### config.mk
export PLATFORM = sky130hd
export DESIGN_NAME = anita3_trigger_event_buffer
export DESIGN_NICKNAME = d
export VERILOG_FILES = /design/src/rtl/anita3_trig_pkg.sv /design/src/rtl/anita3_event_fifo.sv /design/src/rtl/anita3_trigger_event_buffer.sv
export SDC_FILE = /design/constraint.sdc
export NUM_CORES = 1
export LEC_CHECK = 0
export CAP_MARGIN = 30
export CORE_MARGIN = 2
export CORE_UTILIZATION = 40
export CTS_CLUSTER_SIZE = 12
export DETAILED_ROUTE_END_ITERATION = 7
export SYNTH_ARGS = -nofsm -noshare
export SYNTH_HDL_FRONTEND = slang
export SYNTH_HIERARCHICAL = 1
export SYNTH_SLANG_ARGS = --single-unit
### constraint.sdc
create_clock -name clk250_i -period 10.7 [get_ports clk250_i]
set_clock_uncertainty 0.1 [all_clocks]
set_input_delay 2.675 -clock clk250_i [delete_from_list [all_inputs] [get_ports clk250_i]]
set_output_delay 2.675 -clock clk250_i [all_outputs]
set_load 0.02 [all_outputs]
### src/rtl/anita3_trig_pkg.sv
// Shared widths and entry layout for the ANITA-3 trigger event buffer.
package anita3_trig_pkg;

    localparam int unsigned NUM_PHI_DEF = 16;
    localparam int unsigned TS_W_DEF    = 32;
    localparam int unsigned PHI_W       = 2 * NUM_PHI_DEF;
    localparam int unsigned EVNUM_W     = 16;
    localparam int unsigned CNT_W       = 8;
    localparam int unsigned ENTRY_W     = CNT_W + EVNUM_W + TS_W_DEF + PHI_W;

    // Entry layout at default widths, MSB first: {count, evnum, time, phi}.
    typedef struct packed {
        logic [CNT_W-1:0]    count;
        logic [EVNUM_W-1:0]  evnum;
        logic [TS_W_DEF-1:0] stamp;
        logic [PHI_W-1:0]    phi;
    } entry_t;

    // Packed entry width for an arbitrary phi/timestamp build.
    function automatic int unsigned entry_width(int unsigned phi_w, int unsigned ts_w);
        return CNT_W + EVNUM_W + ts_w + phi_w;
    endfunction

endpackage

### src/rtl/anita3_event_fifo.sv
// Single-clock show-ahead FIFO. Head data is combinational from storage while
// non-empty; while empty the last popped word is held on the output.
module anita3_event_fifo #(
    parameter int unsigned WIDTH = 8,
    parameter int unsigned DEPTH = 8  // power of 2, at least 2
) (
    input  logic                     clk250_i,
    input  logic                     rst_i,
    input  logic                     wr_i,
    input  logic [WIDTH-1:0]         wdata_i,
    input  logic                     rd_i,
    output logic [WIDTH-1:0]         rdata_o,
    output logic                     valid_o,
    output logic                     full_o,
    output logic [$clog2(DEPTH):0]   fill_o
);

    localparam int unsigned AW = $clog2(DEPTH);
    localparam logic [AW:0]   FILL_ONE  = (AW+1)'(1);
    localparam logic [AW:0]   FILL_FULL = (AW+1)'(DEPTH);
    localparam logic [AW-1:0] PTR_ONE   = AW'(1);

    logic [WIDTH-1:0] mem_q [DEPTH];
    logic [AW-1:0]    wr_ptr_q, wr_ptr_d;
    logic [AW-1:0]    rd_ptr_q, rd_ptr_d;
    logic [AW:0]      fill_q, fill_d;
    logic [WIDTH-1:0] last_q, last_d;
    logic             valid, full, pop, push;

    // Handshake decode and next-state for pointers, fill and held head word.
    always_comb begin
        valid    = (fill_q != '0);
        full     = (fill_q == FILL_FULL);
        pop      = rd_i & valid;
        // A pop frees the slot being written, so full+pop still accepts.
        push     = wr_i & (~full | pop);
        wr_ptr_d = push ? wr_ptr_q + PTR_ONE : wr_ptr_q;
        rd_ptr_d = pop  ? rd_ptr_q + PTR_ONE : rd_ptr_q;
        last_d   = pop  ? mem_q[rd_ptr_q] : last_q;
        fill_d   = fill_q;
        if (push && !pop) begin
            fill_d = fill_q + FILL_ONE;
        end else if (pop && !push) begin
            fill_d = fill_q - FILL_ONE;
        end
    end

    // Control state with asynchronous reset.
    always_ff @(posedge clk250_i or posedge rst_i) begin
        if (rst_i) begin
            wr_ptr_q <= '0;
            rd_ptr_q <= '0;
            fill_q   <= '0;
            last_q   <= '0;
        end else begin
            wr_ptr_q <= wr_ptr_d;
            rd_ptr_q <= rd_ptr_d;
            fill_q   <= fill_d;
            last_q   <= last_d;
        end
    end

    // Storage array; contents are only observed when qualified by fill.
    always_ff @(posedge clk250_i) begin
        if (push) begin
            mem_q[wr_ptr_q] <= wdata_i;
        end
    end

    // Output decode.
    always_comb begin
        rdata_o = valid ? mem_q[rd_ptr_q] : last_q;
        valid_o = valid;
        full_o  = full;
        fill_o  = fill_q;
    end

endmodule

### src/rtl/anita3_trigger_event_buffer.sv
// Trigger event buffer: timestamps and numbers each trigger rising edge and
// queues {count, evnum, time, phi} for downstream readout.
module anita3_trigger_event_buffer
    import anita3_trig_pkg::*;
#(
    parameter int unsigned NUM_PHI  = 16,
    parameter int unsigned DEPTH    = 8,
    parameter int unsigned TS_WIDTH = 32
) (
    input  logic                       clk250_i,
    input  logic                       rst_i,
    input  logic                       trig_i,
    input  logic [2*NUM_PHI-1:0]       phi_i,
    input  logic [CNT_W-1:0]           count_i,
    input  logic                       rd_i,
    input  logic                       clear_i,
    output logic                       event_valid_o,
    output logic [2*NUM_PHI-1:0]       event_phi_o,
    output logic [TS_WIDTH-1:0]        event_time_o,
    output logic [EVNUM_W-1:0]         event_num_o,
    output logic [CNT_W-1:0]           event_count_o,
    output logic [$clog2(DEPTH):0]     fill_o,
    output logic                       full_o,
    output logic [15:0]                dropped_o,
    output logic                       overflow_o
);

    localparam int unsigned PW = 2 * NUM_PHI;
    localparam int unsigned EW = entry_width(PW, TS_WIDTH);
    localparam logic [15:0] DROP_MAX = 16'hFFFF;

    logic [TS_WIDTH-1:0] ts_q, ts_d;
    logic                trig_q, trig_d;
    logic [EVNUM_W-1:0]  evnum_q, evnum_d;
    logic [15:0]         dropped_q, dropped_d;
    logic                overflow_q, overflow_d;

    logic                wr, pop, drop;
    logic [EW-1:0]       wdata, rdata;
    logic                fifo_valid, fifo_full;

    // Edge detect, numbering and drop accounting.
    always_comb begin
        wr         = trig_i & ~trig_q;
        pop        = rd_i & fifo_valid;
        drop       = wr & fifo_full & ~pop;
        ts_d       = ts_q + TS_WIDTH'(1);
        trig_d     = trig_i;
        // Dropped events still consume a number so readout can see gaps.
        evnum_d    = wr ? evnum_q + EVNUM_W'(1) : evnum_q;
        dropped_d  = dropped_q;
        overflow_d = overflow_q;
        if (clear_i) begin
            dropped_d  = '0;
            overflow_d = 1'b0;
        end else if (drop) begin
            overflow_d = 1'b1;
            if (dropped_q != DROP_MAX) begin
                dropped_d = dropped_q + 16'd1;
            end
        end
        wdata      = {count_i, evnum_q, ts_q, phi_i};
    end

    // Top-level state with asynchronous reset.
    always_ff @(posedge clk250_i or posedge rst_i) begin
        if (rst_i) begin
            ts_q       <= '0;
            trig_q     <= 1'b0;
            evnum_q    <= '0;
            dropped_q  <= '0;
            overflow_q <= 1'b0;
        end else begin
            ts_q       <= ts_d;
            trig_q     <= trig_d;
            evnum_q    <= evnum_d;
            dropped_q  <= dropped_d;
            overflow_q <= overflow_d;
        end
    end

    anita3_event_fifo #(
        .WIDTH (EW),
        .DEPTH (DEPTH)
    ) u_fifo (
        .clk250_i (clk250_i),
        .rst_i    (rst_i),
        .wr_i     (wr),
        .wdata_i  (wdata),
        .rd_i     (rd_i),
        .rdata_o  (rdata),
        .valid_o  (fifo_valid),
        .full_o   (fifo_full),
        .fill_o   (fill_o)
    );

    // Unpack the head entry and drive status outputs.
    always_comb begin
        event_valid_o = fifo_valid;
        event_phi_o   = rdata[PW-1:0];
        event_time_o  = rdata[PW +: TS_WIDTH];
        event_num_o   = rdata[PW+TS_WIDTH +: EVNUM_W];
        event_count_o = rdata[EW-1 -: CNT_W];
        full_o        = fifo_full;
        dropped_o     = dropped_q;
        overflow_o    = overflow_q;
    end

endmodule

# Word level (Yosys, flattened, before mapping)
# Memories as Yosys holds them, arrays and structs flattened.
# Index checks and enable logic that the tools add are counted.
# classes
eq_ne	2
bitwise	9
n_lt_le_gt_ge	0
n_reduce_logical	9
n_div	0
n_addsub	7
n_mux	10
shift	0
multipliers	0
# ops
operator	n
88-bit 2-to-1 mux	1
16-bit 2-to-1 mux	3
16-bit by 1-bit adder with 16-bit output, second input constant	2
32-bit by 1-bit adder with 32-bit output, second input constant	1
16-bit != test, second input constant	1
4-bit 2-to-1 mux	2
3-bit by 1-bit adder with 3-bit output, second input constant	2
2-bit nonzero test	3
1-bit bitwise AND	5
4-bit by 1-bit adder with 4-bit output, second input constant	1
4-bit equality test, second input constant	1
1-bit 2-to-1 mux	4
4-bit nonzero test	1
4-bit by 1-bit subtractor with 4-bit output, second input constant	1
1-bit NOT	3
1-bit logical AND	2
1-bit logical NOT	2
2-bit AND reduction	1
1-bit bitwise OR	1
# totals
memories	1
ff_bits	164
out_inout_bits	111
ram_bits	704
latchBits	0
romBits	0
inputBits	45
# memory_table
name	depth	word_bits	rd	rd_clocked_by_memory_dff	write_ports	line	text
u_fifo.mem_q	8	88	1	0	1	anita3_event_fifo.sv:23	logic [WIDTH-1:0] mem_q [DEPTH];

# Depth between registers and ports, before layout
# depth
word_depth	8
mapped_depth	12
mapped_depth_nobuf	10

# Cells and area by module
# The synthesis kept the hierarchy.
# modules_own_cells
mod	seq_area_each_um2	instances	area_per_inst_um2	cells_per_inst
anita3_event_fifo	23592.6	1	31325.0	1853
anita3_trigger_event_buffer	1651.6	1	3086.7	285

# Worst setup path after synthesis
# OpenSTA, ideal clock, no wires.
# synth_path
path_type	input-to-reg
start	in trig_i
end	mem u_fifo/mem_q[0][0] in the netlist's numbering (enable)
n_path_buf	1
setup_time_ns	0.750
stages	4
t_arrival_ns	11.387
setup_slack_ns	-1.537
cell_sequence	and2b_2 buf_6 o21ai_4 nor4_1
# synth_between
elab_chain_cells	4
# synth_rtl
element	line	text
start: declaration	anita3_trigger_event_buffer.sv:12	input logic trig_i,
1-bit bitwise AND	anita3_trigger_event_buffer.sv:44	wr = trig_i & ~trig_q;
via wr	anita3_trigger_event_buffer.sv:38	logic wr, pop, drop;
1-bit bitwise AND	anita3_event_fifo.sv:36	push = wr_i & (~full | pop);
1-bit 2-to-1 mux	anita3_event_fifo.sv:65	if (push) begin
1-bit 2-to-1 mux (not written as such)	anita3_event_fifo.sv:66	mem_q[wr_ptr_q] <= wdata_i;
end: declaration	anita3_event_fifo.sv:23	
# The timed path passes the listed nets, and every way through them passes these cells.

# Worst setup path after layout
# layout_path
start	reg u_fifo.rd_ptr_q[1]
end	out event_phi_o[28]
# layout_between
elab_chain_cells	2
# layout_rtl
element	line	text
start: declaration	anita3_event_fifo.sv:25	logic [AW-1:0] rd_ptr_q, rd_ptr_d;
start signal: assignment	anita3_event_fifo.sv:57	rd_ptr_q <= rd_ptr_d;
memory 8 x 88 bit	n/a	
88-bit 2-to-1 mux	anita3_event_fifo.sv:72	rdata_o = valid ? mem_q[rd_ptr_q] : last_q;
end: declaration	anita3_trigger_event_buffer.sv:18	output logic [2*NUM_PHI-1:0] event_phi_o,
# Every way passes these cells.

==> impl_metrics.py <==
metrics = {
    "critical_path": {
        "cp.arrival_ns": 4.27,
        "cp-end-kind": "primary output",
        "worst-path-max-fanout": 62,
        "reg2reg_depth": 11,
        "required_ns": 7.93,
        "reg2reg_to": "u_fifo/fill_o[3]",
        "cp-start-kind": "register",
        "critPathKind": "reg2out",
        "r2r-start": "u_fifo/fill_o[0]",
        "r2r_slack_ns": 6.72,
    },
    "synthesis": {
        "postSynthAreaPerCell_um2": 16.10,
        "ys_seq_area_frac": 0.7336,
        "netlist_instances": 2138,
        "synth.distinct_cells": 56,
        "ys.flop_type": "edfxtp_1",
        "async_reset_ff_frac": 0.1889,
        "synth_edf_count": 704,
        "ys_ff_latch": 868,
        "syn_area_mm2": 0.03441,
        "ys.warnings.count": 6,
        "synth_nets": 2192,
    },
    "sta": {
        "rsz0062_at_grt": "no",
        "hold_viol_final": 0,
        "drv_slew": 0,
        "worst_slew_pin_slew_ns": 1.163,
        "fmax_mhz": 141.8,
        "fin_tns_setup_ns": 0,
        "setup_viol": 0,
        "slew_headroom": 0.2244,
        "period_needed_ns": 7.050,
        "fin_crit_sh": 0.6589,
    },
    "die": {
        "core_mm2": 0.08515,
        "num_rows": 107,
        "die-area_mm2": 0.08839,
        "chipHeight_um": 297.3,
        "chipWidth_um": 297.3,
        "pin_count": 156,
        "start_util": 0.4041,
    },
    "power_and_ir_drop": {
        "p_seq_frac": 0.389,
        "leakagePower_nw": 13.61,
        "switching_share": 0.3352,
        "powerDensity_mw_per_mm2": 279.1,
        "p_int_mw": 7.414,
        "power.total_mw": 11.15,
        "combPwrFrac": 0.351,
        "ir_drop_mv": 0.1905,
        "p_switching_mw": 3.738,
        "clkPwrFrac": 0.260,
    },
    "detailed_routing": {
        "routedWlPerCell_um": 22.35,
        "dr.pass1.iters": 5,
        "routed-via-count": 18810,
        "wl_mm": 78.53,
        "antenna_left": 0,
        "drc": 0,
        "drtIter0Drc": 1466,
        "via_per_inst": 5.355,
    },
    "global_routing": {
        "antenna_found_initial": 5,
        "grt-ovfl-total": 0,
        "grt_pass1_vias": 19010,
        "grt.total_usage": 0.1749,
        "grt_max_degree": 178,
        "grt_pass1_wl_mm": 118.3,
    },
    "worst_hold_path": {
        "holdPathStages": 2,
        "hp-class": "reg2reg",
        "holdPathEnd": "u_fifo/last_q[84]",
        "hp-start": "u_fifo/last_q[84]",
    },
    "clocking": {
        "clock_sinks": 868,
        "postCtsSetupBuffers": 0,
        "path_clk_slew_ns": 0.06,
        "cts_resized": 0,
        "cts_buffer_depth": 3,
        "cts_tree": "yes",
        "htree_levels": 3,
        "cts_hold_buf": 0,
        "cts_made_buffers": 88,
        "clkLatencyLatePin_ns": 0.62,
        "cts.root.buffer_cell": "clkbuf_16",
    },
    "cells_and_area": {
        "area_delta_synth_final_pct": 16.11,
        "drive_above_1_share": 0.1512,
        "finalNonFillerCells": 3513,
        "nNetsFinal": 2348,
    },
    "placed_design": {
        "dp_hpwl_mm": 41.37,
        "port_buffers": 155,
        "dp_cells": 3346,
        "gp_congestion": 0.7285,
    },
    "status": {
        "status": "finished clean",
    },
    "job": {
        "cap_violations": 0,
    },
}
-- routing by layer --
metal | track usage | vias to the layer above | part of all wire
met3 | 0.03111 | 84 | 0.055
li1 | - | 8615 | -
met4 | 0.04149 | 6 | 0.015
met1 | 0.2436 | 9679 | 0.45
met5 | 0 | - | 0.00043
met2 | 0.2859 | 429 | 0.48
-- worst max-delay path by stage --
stage / from / end / slack (ns) / depth (start not counted)
floorplan: trig_i / u_fifo/mem_q[1][0] / 0.75 / 6
global placement: u_fifo/rd_ptr_q[0] / event_phi_o[28] / 4.24 / 6
detailed placement: u_fifo/rd_ptr_q[0] / event_phi_o[28] / 4.19 / 6
CTS: u_fifo/rd_ptr_q[0] / event_phi_o[28] / 3.52 / 6
global route: u_fifo/rd_ptr_q[1] / event_phi_o[28] / 3.55 / 6
finish: u_fifo/rd_ptr_q[1] / event_phi_o[28] / 3.65 / 6
-- cell type report --
type                    count  area [um2]
diodes                      1       2.502
clock buffers             150        2610
clock inverters            14       112.6
fillers                  7283       45190
inverters                  13       51.30
multi-input cells        1134        8574
flip-flops and latches    868       25250
well taps                1144        1431
repair buffers            189        1924
-- power by group through the flow --
stage	Sequential [mW]	Clock (mW)	Combinational [mW]
final	4.34	2.90	3.92
after global routing	4.38	3.10	4.18
after CTS	4.34	2.96	3.96
after detailed placement	4.41	0	3.94
after global placement	4.38	0	3.90
after floorplan	4.34	0	2.50
-- kinds of logic after synthesis --
group	Yosys count	synth area share
compound gates	390	0.07465
xor+xnor	51	0.01298
fa+ha+maj	9	0.003491
buf+inv	136	0.02047
flops	868	0.7336
mux	357	0.1104
simple gates	327	0.04443
-- flip-flops by register name (all words and copies together) (netlist names) --
register,count
u_fifo/mem_q,704
u_fifo/wr_ptr_q,3
u_fifo/last_q,88
u_fifo/rd_ptr_q,3
overflow_o,1
u_fifo/fill_o,4
ts_q,32
trig_q,1
dropped_o,16
evnum_q,16
-- cells in the mapped netlist (all sizes together), types with 15 or more instances --
| cell type | n | area, um2 |
|---|---|---|
| a21oi | 15 | 75.07 |
| a221o | 89 | 890.9 |
| nand3 | 24 | 120.1 |
| mux2 | 180 | 2027 |
| nand2 | 208 | 790.8 |
| mux2i | 177 | 1772 |
| nor2 | 16 | 60.06 |
| o21ai | 184 | 932.2 |
| dfrtp | 164 | 4104 |
| clkbuf | 47 | 177.7 |
| edfxtp | 704 | 21140 |
| o22ai | 88 | 550.5 |
| nand4 | 21 | 146.4 |
| buf | 76 | 478.0 |
| xnor2 | 44 | 385.4 |
-- placed cells by master, fill, tap and decap left out, types with 8 or more instances in the layout --
master	synthesis	routed
nand2_1	206	205
buf_4	28	27
nand3_1	24	24
clkbuf_1	46	49
o21ai_1	173	173
nor3_1	12	8
o22ai_1	88	88
a221o_1	89	89
dfrtp_1	164	163
clkbuf_8	0	9
ha_1	8	8
inv_1	11	9
clkdlybuf4s50_1	0	155
nor2_1	16	12
nand4_1	20	20
mux2_2	179	179
xnor2_1	44	44
o21ai_0	10	10
clkbuf_16	0	92
edfxtp_1	704	704
mux2i_1	177	177
a21oi_1	15	15
-- through the flow --
step	instance area (um2)	setup slack [ns]	utilization	hold slack, ns
3_5_place_dp	37170	4.191	0.4366	0.3752
3_3_place_gp	37120	4.237	0.4359	0.3605
6_report	39950	3.650	0.4692	0.3828
2_1_floorplan	34420	0.7488	-	0.3497
4_1_cts	39900	3.517	0.4686	0.3876
5_1_grt	39950	3.549	0.4692	0.4051
-- critical path, cell delays in order (launching register included) --
cell and delay (ns):
dfrtp_1 0.56, nand2b_4 0.50, buf_4 0.85, o22ai_1 0.21, a221o_1 0.32, o21ai_1 0.42, clkdlybuf4s50_1 0.70
No activity file was read; power rests on OpenSTA's default activity.
